## src/rtl/mux_sel_arbiter_pkg.sv

```systemverilog
`default_nettype none
// ============================================================================
// Module      : mux_sel_arbiter_pkg
// Description : Shared state encoding and select-line values for the 2:1 mux
//               select arbiter and its hold counter.
// Revision    : 1.0 - initial release
// ============================================================================
package mux_sel_arbiter_pkg;

  typedef logic [1:0] state_t;

  // FSM state encoding
  localparam state_t ST_IDLE  = 2'd0;
  localparam state_t ST_OWN_A = 2'd1;
  localparam state_t ST_OWN_B = 2'd2;

  // Mux select values
  localparam logic SEL_A = 1'b0;
  localparam logic SEL_B = 1'b1;

endpackage : mux_sel_arbiter_pkg
`default_nettype wire

```

## src/rtl/mux_sel_arbiter_hold_counter.sv

```systemverilog
`default_nettype none
// ============================================================================
// Module      : hold_counter
// Description : Counts the cycles of the current grant and flags the last
//               permitted cycle (count == HOLD_MAX-1).
// Ports       : clk      - clock, rising edge
//               rst      - asynchronous active-high reset
//               clr_i    - clear count to zero (takes priority over en_i)
//               en_i     - advance count by one this cycle
//               expire_o - count has reached HOLD_MAX-1
// Revision    : 1.0 - initial release
// ============================================================================
module hold_counter #(
  parameter int HOLD_MAX = 15,
  parameter int CNT_W    = 4
) (
  input  logic clk,
  input  logic rst,
  input  logic clr_i,
  input  logic en_i,
  output logic expire_o
);

  localparam logic [CNT_W-1:0] C_LAST = CNT_W'(HOLD_MAX - 1);

  logic [CNT_W-1:0] count_q;

  assign expire_o = (count_q == C_LAST);

  // Stop at the expiry value: the arbiter always leaves the grant on that
  // cycle, so holding here only guards against a wrap if en_i were misused.
  always_ff @(posedge clk or posedge rst) begin
    if (rst) begin
      count_q <= '0;
    end else if (clr_i) begin
      count_q <= '0;
    end else if (en_i && !expire_o) begin
      count_q <= count_q + CNT_W'(1);
    end
  end

endmodule : hold_counter
`default_nettype wire

```

## src/rtl/mux_sel_arbiter.sv

```systemverilog
`default_nettype none
// ============================================================================
// Module      : mux_sel_arbiter
// Description : Round-robin arbiter for two requesters driving the select
//               line of a 2:1 data mux. Grants are bounded to HOLD_MAX
//               cycles; all outputs are registered.
// Ports       : clk     - clock, rising edge
//               rst     - asynchronous active-high reset
//               req_a   - requester A wants the mux (level)
//               req_b   - requester B wants the mux (level)
//               rel     - current owner releases the mux
//               sel     - mux select (0 = A, 1 = B)
//               gnt_a   - A owns the mux
//               gnt_b   - B owns the mux
//               busy    - either grant active
//               timeout - one-cycle pulse after a grant ended purely by expiry
// Revision    : 1.0 - initial release
// ============================================================================
module mux_sel_arbiter
  import mux_sel_arbiter_pkg::*;
#(
  parameter int HOLD_MAX = 15,
  parameter int CNT_W    = 4
) (
  input  logic clk,
  input  logic rst,
  input  logic req_a,
  input  logic req_b,
  input  logic rel,
  output logic sel,
  output logic gnt_a,
  output logic gnt_b,
  output logic busy,
  output logic timeout
);

  state_t state_q, state_d;
  logic   last_b_q, last_b_d;   // 1 = B was the most recently served owner
  logic   sel_q, sel_d;
  logic   gnt_a_q, gnt_a_d;
  logic   gnt_b_q, gnt_b_d;
  logic   busy_q, busy_d;
  logic   timeout_q, timeout_d;

  logic   expire;
  logic   cnt_clr;
  logic   cnt_en;

  // The counter restarts on every state change, so it reads zero on the
  // first cycle of each new grant, including a direct A<->B hand-over.
  assign cnt_clr = (state_d != state_q);
  assign cnt_en  = (state_q != ST_IDLE);

  hold_counter #(
    .HOLD_MAX (HOLD_MAX),
    .CNT_W    (CNT_W)
  ) u_hold_counter (
    .clk      (clk),
    .rst      (rst),
    .clr_i    (cnt_clr),
    .en_i     (cnt_en),
    .expire_o (expire)
  );

  // --------------------------------------------------------------------------
  // State and output registers
  // --------------------------------------------------------------------------
  always_ff @(posedge clk or posedge rst) begin
    if (rst) begin
      state_q   <= ST_IDLE;
      last_b_q  <= 1'b1;        // A wins the first tie
      sel_q     <= SEL_A;
      gnt_a_q   <= 1'b0;
      gnt_b_q   <= 1'b0;
      busy_q    <= 1'b0;
      timeout_q <= 1'b0;
    end else begin
      state_q   <= state_d;
      last_b_q  <= last_b_d;
      sel_q     <= sel_d;
      gnt_a_q   <= gnt_a_d;
      gnt_b_q   <= gnt_b_d;
      busy_q    <= busy_d;
      timeout_q <= timeout_d;
    end
  end

  // --------------------------------------------------------------------------
  // Next-state logic and round-robin pointer
  // --------------------------------------------------------------------------
  always_comb begin
    state_d  = state_q;
    last_b_d = last_b_q;
    case (state_q)
      ST_IDLE: begin
        if (req_a && req_b) begin
          state_d = last_b_q ? ST_OWN_A : ST_OWN_B;
        end else if (req_a) begin
          state_d = ST_OWN_A;
        end else if (req_b) begin
          state_d = ST_OWN_B;
        end
      end
      ST_OWN_A: begin
        if (rel || !req_a || expire) begin
          state_d  = req_b ? ST_OWN_B : ST_IDLE;
          last_b_d = 1'b0;
        end
      end
      ST_OWN_B: begin
        if (rel || !req_b || expire) begin
          state_d  = req_a ? ST_OWN_A : ST_IDLE;
          last_b_d = 1'b1;
        end
      end
      default: begin
        state_d = ST_IDLE;
      end
    endcase
  end

  // --------------------------------------------------------------------------
  // Output logic (registered next edge, so derived from state_d)
  // --------------------------------------------------------------------------
  always_comb begin
    gnt_a_d   = (state_d == ST_OWN_A);
    gnt_b_d   = (state_d == ST_OWN_B);
    busy_d    = (state_d != ST_IDLE);
    sel_d     = sel_q;          // IDLE keeps the last select
    timeout_d = 1'b0;
    if (state_d == ST_OWN_A) begin
      sel_d = SEL_A;
    end else if (state_d == ST_OWN_B) begin
      sel_d = SEL_B;
    end
    // Only a pure expiry reports a timeout: a release or a dropped request
    // on the same cycle means the owner was finishing anyway.
    if (expire && !rel) begin
      if ((state_q == ST_OWN_A && req_a) || (state_q == ST_OWN_B && req_b)) begin
        timeout_d = 1'b1;
      end
    end
  end

  assign sel     = sel_q;
  assign gnt_a   = gnt_a_q;
  assign gnt_b   = gnt_b_q;
  assign busy    = busy_q;
  assign timeout = timeout_q;

endmodule : mux_sel_arbiter
`default_nettype wire

```

## config.mk

```make
export PLATFORM = sky130hd
export DESIGN_NAME = mux_sel_arbiter
export DESIGN_NICKNAME = d
export VERILOG_FILES = /design/src/rtl/mux_sel_arbiter_pkg.sv /design/src/rtl/mux_sel_arbiter_hold_counter.sv /design/src/rtl/mux_sel_arbiter.sv
export SDC_FILE = /design/constraint.sdc
export NUM_CORES = 1
export LEC_CHECK = 0
export BUFFER_PORTS_ARGS = -buffer_cell sky130_fd_sc_hd__buf_4
export CORE_MARGIN = 5
export CORE_UTILIZATION = 40
export DETAILED_ROUTE_END_ITERATION = 8
export PLACE_DENSITY = 0.64
export SYNTH_ARGS = -nofsm -noshare
export SYNTH_HDL_FRONTEND = slang
export SYNTH_SLANG_ARGS = --single-unit
```

## constraint.sdc

```tcl
create_clock -name clk -period 4 [get_ports clk]
set_clock_uncertainty 0.15 [all_clocks]
set_input_delay 0 -clock clk [delete_from_list [all_inputs] [get_ports clk]]
set_output_delay 0 -clock clk [all_outputs]
set_load 0.02 [all_outputs]
```

==> results of run 1 <==
cells in the mapped netlist (2+ instances only):
| cell type | instances | share of area [%] |
|---|---|---|
| buf_2 | 2 | 1.5 |
| or3_1 | 2 | 1.8 |
| a22oi_1 | 3 | 3.3 |
| and3b_1 | 2 | 2.6 |
| a21oi_1 | 2 | 1.5 |
| inv_1 | 4 | 2.2 |
| nor2_1 | 4 | 2.2 |
| o21ai_0 | 4 | 2.9 |
| ha_1 | 5 | 9.1 |
| dfrtp_1 | 11 | 40 |
| nor3_1 | 2 | 1.5 |
| mux2i_1 | 2 | 2.9 |
sequential cells by signal (all words and copies together), names as in the netlist:
signal and count:
u_hold_counter.count_q 4, state_q 2, busy 1, gnt_a 1, gnt_b 1, last_b_q 1, sel 1, timeout 1
cells by family after synthesis:
family,share of synthesized area (%)
compound gates,21.9
fa+ha+maj,9.14
buf+inv,4.20
flops,44.1
mux,2.93
simple gates,17.7
per-stage QoR:
step | worst slack [ns] | power, mW | util (%) | cell area, um^2
2_1_floorplan | 1.92 | 0.269 | - | 684
3_3_place_gp | 1.81 | 0.307 | 45.7 | 763
3_5_place_dp | 1.66 | 0.309 | 45.7 | 763
4_1_cts | 1.65 | 0.401 | 50.3 | 840
5_1_grt | 1.55 | 0.427 | 50.3 | 840
6_report | 1.68 | 0.395 | 50.3 | 840
area by class of cell:
class,count,area (um^2),area share (%)
clock buffer,4,26.3,3.13
multi-input combinational,45,354,42.2
sequential,12,302,35.9
timing repair buffer,14,118,14.0
tap,17,21.3,2.53
inverter,5,18.8,2.24
worst reg2reg max path: cells and delay by family, from the launching register on:
family | cells | cell delay [ns]
flip-flops | 1 | 0.40
adder cells (fa/ha/maj) | 2 | 0.55
buffers and inverters | 1 | 0.06
multiplexers | 1 | 0.12
AO/OA/AOI/OAI | 2 | 0.83
AND/OR/NAND/NOR | 1 | 0.11
layer usage:
metal	share of wire (%)	up-vias
met5	0	-
met4	0.88	0
met3	4.4	2
met2	48	12
met1	47	268
li1	-	267
worst min-delay path by stage:
stage	start	end	slack, ns	cells past startpoint
after floorplan	rst	busy	-0.29	1
after global placement	rst	state_q[0]	-0.1	2
after detailed placement	rst	state_q[0]	-0.09	2
after CTS	rst	u_hold_counter.count_q[0]	0.16	3
after global routing	rst	gnt_a	0.19	3
final	rst	gnt_a	0.15	3
power by group through the flow:
stage               clock (mW)  combinational (mW)  sequential [mW]
finish                  0.0780               0.140            0.177
global route            0.0896               0.154            0.183
CTS                     0.0840               0.140            0.177
detailed placement           0               0.129            0.180
global placement             0               0.128            0.179
floorplan                    0              0.0873            0.181
==> metrics.md, run 1 <==
| Metric | Value |
|---|---|
| Number of flops mapped to enable cells by yosys | 0 |
| HPWL Detailed | just under 1 mm |
| DIE AREA | ~2600 um^2 |
| R2R depth | 7 |
| HP Class | input port to asynchronous set/reset pin |
| Post-Layout Cell Count | 97 |
| Vias in the first global route | between 500 and 600 |
| Via Count | 549 |
| Number of H-tree levels | 1 |
| Routed Wire Length | ~1.4 mm |
| Vias/cell | approximately 5.7 |
| Grt met2 use | between 15 and 20% |
| Area grow syn2layout | 22.7% |
| Placed cells | just under 90 |
| Chip height | approximately 50 um |
| Req. time, crit path | 4.01 ns |
| Post-synth top flop | dfrtp_1 |
| Number of diodes | 0 |
| Crit-path most repeated cell | ha_1 |
| Worst IR drop on VDD | around 0.22 mV |
| GR peak layer | met2 |
| Comb pwr share | a little over a third |
| Startpoint types | flip-flop |
| Fraction of registers with async set/reset | 100% |
| Period utilisation layout | 58.0% |
| Yosys reg bits | 12 |
| Sw Ratio | a little over a third |
| Worst path bufs/invs | 1 |
| Worst skew pair latency | around 0.27 ns |
| First-pass GRT wire length | about 2.4 mm |
| I/O pin cnt | 10 |
| Internal | between 200 and 300 uW |
| Wire per inst | around 14 um |
| M3 GR Usage | 2.62% |
| Clock root cell | clkbuf_4 |
| Final GP Congestion | 0.811 |
| Most frequent cells in the layout | dfrtp_1, buf_4, ha_1, dlygate4sd3_1 |
| Fill cells | between 150 and 200 |
| FF-to-FF setup slack | 1.68 ns |
| CP delay by family, top | compound AO/OA/AOI/OAI gates |
| TritonCTS Buffers | 3 |
| Max Clock Freq | approximately 430 MHz |
| Syn nets | 74 |
| P_leak | 0.382 nW |
| Placeable Area | around 1700 um^2 |
| CTS tree | done |
| Row cnt | 15 |
| Rel. slew slack | roughly 65% |
| DRC Markers | 0 |
| Fraction of layout cells with a size suffix above 1 | about 23% |
| Post-synthesis sequential area ratio | ~44% |
| Clock-pin slew on the worst setup and hold paths | 0.07 ns |
| Die width | 51.4 um |
| Initial DRT Pass Iterations | 4 |
| Mean Syn Cell Area | 10.7 um^2 |
| Unrepaired setup endpoints after global routing | no |
| CP Depth | 7 |
| Pin count of the biggest net entering global routing | 13 |
| Initial antenna violation count | 0 |
| Worst-path cell chain | inv_1 -> ha_1 -> a31oi_2 -> nor3_1 -> o41ai_1 -> ha_1 -> mux2i_1 |
| Sw power | approximately 140 uW |
| Max Cap Viol | 0 |
| Commonest non-fill, non-tap cell in the layout | dfrtp_1 |
| Critical path origin | u_hold_counter.count_q[0] |
| Gate count of the mapped netlist | 64 |
| Status | finished clean |
| Final hold viol count | 0 |
| Crit-path max FO | 6 |
| Fin Setup TNS | 0 ns |
| Grt total ovfl | 0 |
| P per Cell Area | ~470 nW/um^2 |
| Layout net count | ~90 |
| Period minus WS final | between 2 and 2.5 ns |
| DR iter-0 viols | 13 |
| CP endpoint | sel |
| Yosys warns | 0 |
| Postcts setup bufs | 0 |
| Clock share of power | around a fifth |
| Port Buffers | 9 |
| Setup violations, final | 0 |
| Max stage delay on crit path | between 0.5 and 0.6 ns |
| Reg2reg end | sel |
| Final hold slack | ~0.15 ns |
| Crit path DAT | 2.33 ns |
| Detail Route Antenna Nets | 0 |
| Post-synth cell types | 33 |
| PostCTS Resize Cnt | 0 |
| Mapped Area | between 600 and 700 um^2 |
| Actual slew at the worst max-slew pin | roughly 0.5 ns |
| All-Layer GR Usage | 12.4% |
| Hold buffer count at CTS | 5 |
| Classification of the worst setup path | flip-flop to flip-flop |
| FF-to-FF Start | u_hold_counter.count_q[0] |
| Slowest-stage cell, CP | o41ai_1 |
| Initial core utilization | around two fifths |
| Final Max Slew Viols | 0 |
| Max Root-Sink Buffers | 2 |
| Routing usage on met1 | 15.7% |
| Num Clock Sinks | 12 |
| CP endpoint kind | flip-flop |
| Register share of total power | 44.9% |
Note: power is estimated with default switching activity, not from simulation.
==> inputs of run 2 (changes only) <==
--- a/config.mk
+++ b/config.mk
@@ -9,7 +9,7 @@
 export CORE_MARGIN = 5
 export CORE_UTILIZATION = 40
 export DETAILED_ROUTE_END_ITERATION = 8
-export PLACE_DENSITY = 0.64
+export PLACE_DENSITY = 0.67
 export SYNTH_ARGS = -nofsm -noshare
 export SYNTH_HDL_FRONTEND = slang
 export SYNTH_SLANG_ARGS = --single-unit
==> constraint.sdc (replaced) <==
create_clock -name clk -period 1.9 [get_ports clk]
set_clock_uncertainty 0.15 [all_clocks]
set_input_delay 0 -clock clk [delete_from_list [all_inputs] [get_ports clk]]
set_output_delay 0 -clock clk [all_outputs]
set_load 0.02 [all_outputs]
==> metrics.md, run 2 (same netlist as run 1, synthesis figures left out) <==
| Metric | Value |
|---|---|
| Status | finished clean (unchanged) |
| Final GP Congestion | 0.797 (was 0.811) |
| Commonest non-fill, non-tap cell in the layout | buf_4 (was dfrtp_1) |
| Biggest register | u_hold_counter.count_q (unchanged) |
| Fraction of layout cells with a size suffix above 1 | 40.2% (was 22.5%) |
| Startpoint types | flip-flop (unchanged) |
| P_leak | 0.436 nW (was 0.382 nW) |
| Sw Ratio | 35.1% (was 35.3%) |
| Layout net count | 98 (was 91) |
| Area grow syn2layout | 41.9% (was 22.7%) |
| DRC Markers | 0 (unchanged) |
| Final Util | 58.1% (was 50.3%) |
| Placeable Area | 1670 um^2 (unchanged) |
| Max Clock Freq | 528 MHz (was 431 MHz) |
| Post-Layout Cell Count | 104 (was 97) |
| Via Count | 580 (was 549) |
| CTS tree | done (unchanged) |
| Register share of total power | 37.9% (was 44.9%) |
| Largest register FFs | 4 (unchanged) |
| Period minus WS final | 1.90 ns (was 2.32 ns) |
| Worst path bufs/invs | 0 (was 1) |
| Max Root-Sink Buffers | 2 (unchanged) |
| Crit-path max FO | 5 (was 6) |
| Die width | 51.4 um (unchanged) |
| All-Layer GR Usage | 13.5% (was 12.4%) |
| Total power | 944 uW (was 395 uW) |
| Setup violations, final | 0 (unchanged) |
| CP endpoint kind | flip-flop (unchanged) |
| I/O pin cnt | 10 (unchanged) |
| Internal | 612 uW (was 256 uW) |
| Actual slew at the worst max-slew pin | 0.472 ns (was 0.512 ns) |
| CP delay by family, top | compound AO/OA/AOI/OAI gates (unchanged) |
| Vias in the first global route | 617 (was 557) |
| Final hold viol count | 0 (unchanged) |
| Slowest-stage cell, CP | dfrtp_1 (was o41ai_1) |
| HP Class | input port to asynchronous set/reset pin (unchanged) |
| Detail Route Antenna Nets | 0 (unchanged) |
| DR iter-0 viols | 6 (was 13) |
| Row cnt | 15 (unchanged) |
| Sequential cell area | 302 um^2 (unchanged) |
| Wire per inst | 14.5 um (was 14.1 um) |
| Number of diodes | 0 (unchanged) |
| Period utilisation layout | 99.8% (was 58.0%) |
| Vias/cell | 5.58 (was 5.66) |
| Multi-input gate area in the final layout | 425 um^2 (was 354 um^2) |
| Final Max Slew Viols | 0 (unchanged) |
| Comb pwr share | 41.0% (was 35.4%) |
| Grt total ovfl | 0 (unchanged) |
| Num Clock Sinks | 12 (unchanged) |
| Initial antenna violation count | 0 (unchanged) |
| Routed Wire Length | 1.51 mm (was 1.37 mm) |
| Final hold slack | 0.156 ns (was 0.151 ns) |
| P per Cell Area | 972 nW/um^2 (was 470 nW/um^2) |
| Initial DRT Pass Iterations | 2 (was 4) |
| TritonCTS Buffers | 3 (unchanged) |
| Crit path DAT | 1.90 ns (was 2.33 ns) |
| HPWL Detailed | 1.16 mm (was 965 um) |
| Initial core utilization | 41.0% (unchanged) |
| Chip height | 51.4 um (unchanged) |
| Placed inst area | 863 um^2 (was 763 um^2) |
| Sw power | 331 uW (was 139 uW) |
| Worst-path cell chain | ha_4 -> a31oi_4 -> nor3_4 -> o41ai_4 -> ha_1 -> mux2i_1 (was inv_1 -> ha_1 -> a31oi_2 -> nor3_1 -> o41ai_1 -> ha_1 -> mux2i_1) |
| Max Cap Viol | 0 (unchanged) |
| Clock root cell | clkbuf_4 (unchanged) |
| DIE AREA | 2640 um^2 (unchanged) |
| Worst IR drop on VDD | 0.446 mV (was 0.219 mV) |
| Fill cells | 145 (was 159) |
| Clock-pin slew on the worst setup and hold paths | 0.08 ns (was 0.07 ns) |
| Req. time, crit path | 1.91 ns (was 4.01 ns) |
| Number of H-tree levels | 1 (unchanged) |
| Pin count of the biggest net entering global routing | 13 (unchanged) |
| Max stage delay on crit path | 0.42 ns (was 0.52 ns) |
| Classification of the worst setup path | flip-flop to flip-flop (unchanged) |
| Port Buffers | 9 (unchanged) |
| Rel. slew slack | 68.5% (was 65.4%) |
| Worst skew pair latency | 0.26 ns (was 0.27 ns) |
| Unrepaired setup endpoints after global routing | yes (was no) |
| Most frequent cells in the layout | buf_4, dfrtp_1 (was dfrtp_1, buf_4, ha_1, dlygate4sd3_1) |
| Largest registers | u_hold_counter.count_q x4, state_q x2 (unchanged) |
| Placed cells | 96 (was 88) |
| Clock share of power | 21.1% (was 19.8%) |
| First-pass GRT wire length | 2.65 mm (was 2.39 mm) |
| Fin area | 971 um^2 (was 840 um^2) |
==> run 2: what timing repair did <==
action / in CTS / in global routing
hold buffers: 4 / 0
resized for setup: 3 / 3
endpoints found under the hold margin: 18 / 0
pin swaps: 1 / 0
endpoints found under the setup margin: 1 / 1
buffers inserted: 0 / 0
==> run 2: path summary, 6_finish.rpt <==
kind	slack, ns	to	cells past startpoint	start
min in group clk	0.34	timeout	3	rel
min reg2reg	0.39	sel	2	sel
max reg2reg	0.005	sel	6	u_hold_counter.count_q[1]
min	0.16	timeout	3	rst
max	0.005	sel	6	u_hold_counter.count_q[1]
max in group asynchronous	1.10	last_b_q	3	rst
==> run 2: layer usage <==
layer,track usage (%),wire [um],share of wire [%],vias up
met5,0,0,0,-
met4,6.55,13,0.86,0
met3,3.79,44,2.9,2
met2,23.7,798,53,6
met1,14.8,653,43,289
li1,-,-,-,283
==> run 2: power by group through the flow <==
stage / Combinational (mW) / Clock [mW] / Sequential, mW
final: 0.387 / 0.199 / 0.358
after global routing: 0.418 / 0.228 / 0.365
after CTS: 0.377 / 0.206 / 0.356
after detailed placement: 0.363 / 0 / 0.359
after global placement: 0.351 / 0 / 0.356
after floorplan: 0.207 / 0 / 0.382
==> run 2: metrics by stage <==
stage	setup TNS, ns	worst slack [ns]
2_1_floorplan	0	0.00613
3_3_place_gp	0	0.0151
3_5_place_dp	-0.0348	-0.0348
4_1_cts	-0.00109	-0.00109
5_1_grt	-0.0951	-0.0951
6_report	0	0.00472
==> run 2: layout make-up <==
cell class / count / share of cell area (%)
Sequential cell: 12 / 31.1
Timing Repair Buffer: 21 / 17.3
Multi-Input combinational cell: 45 / 43.8
Tap cell: 17 / 2.19
Inverter: 5 / 1.93
Clock buffer: 4 / 3.74
==> run 2: worst min-delay path, stage by stage <==
cell	delay (ns)
dlygate4sd3_1	0.54
buf_4	0.13
inv_1	0.35
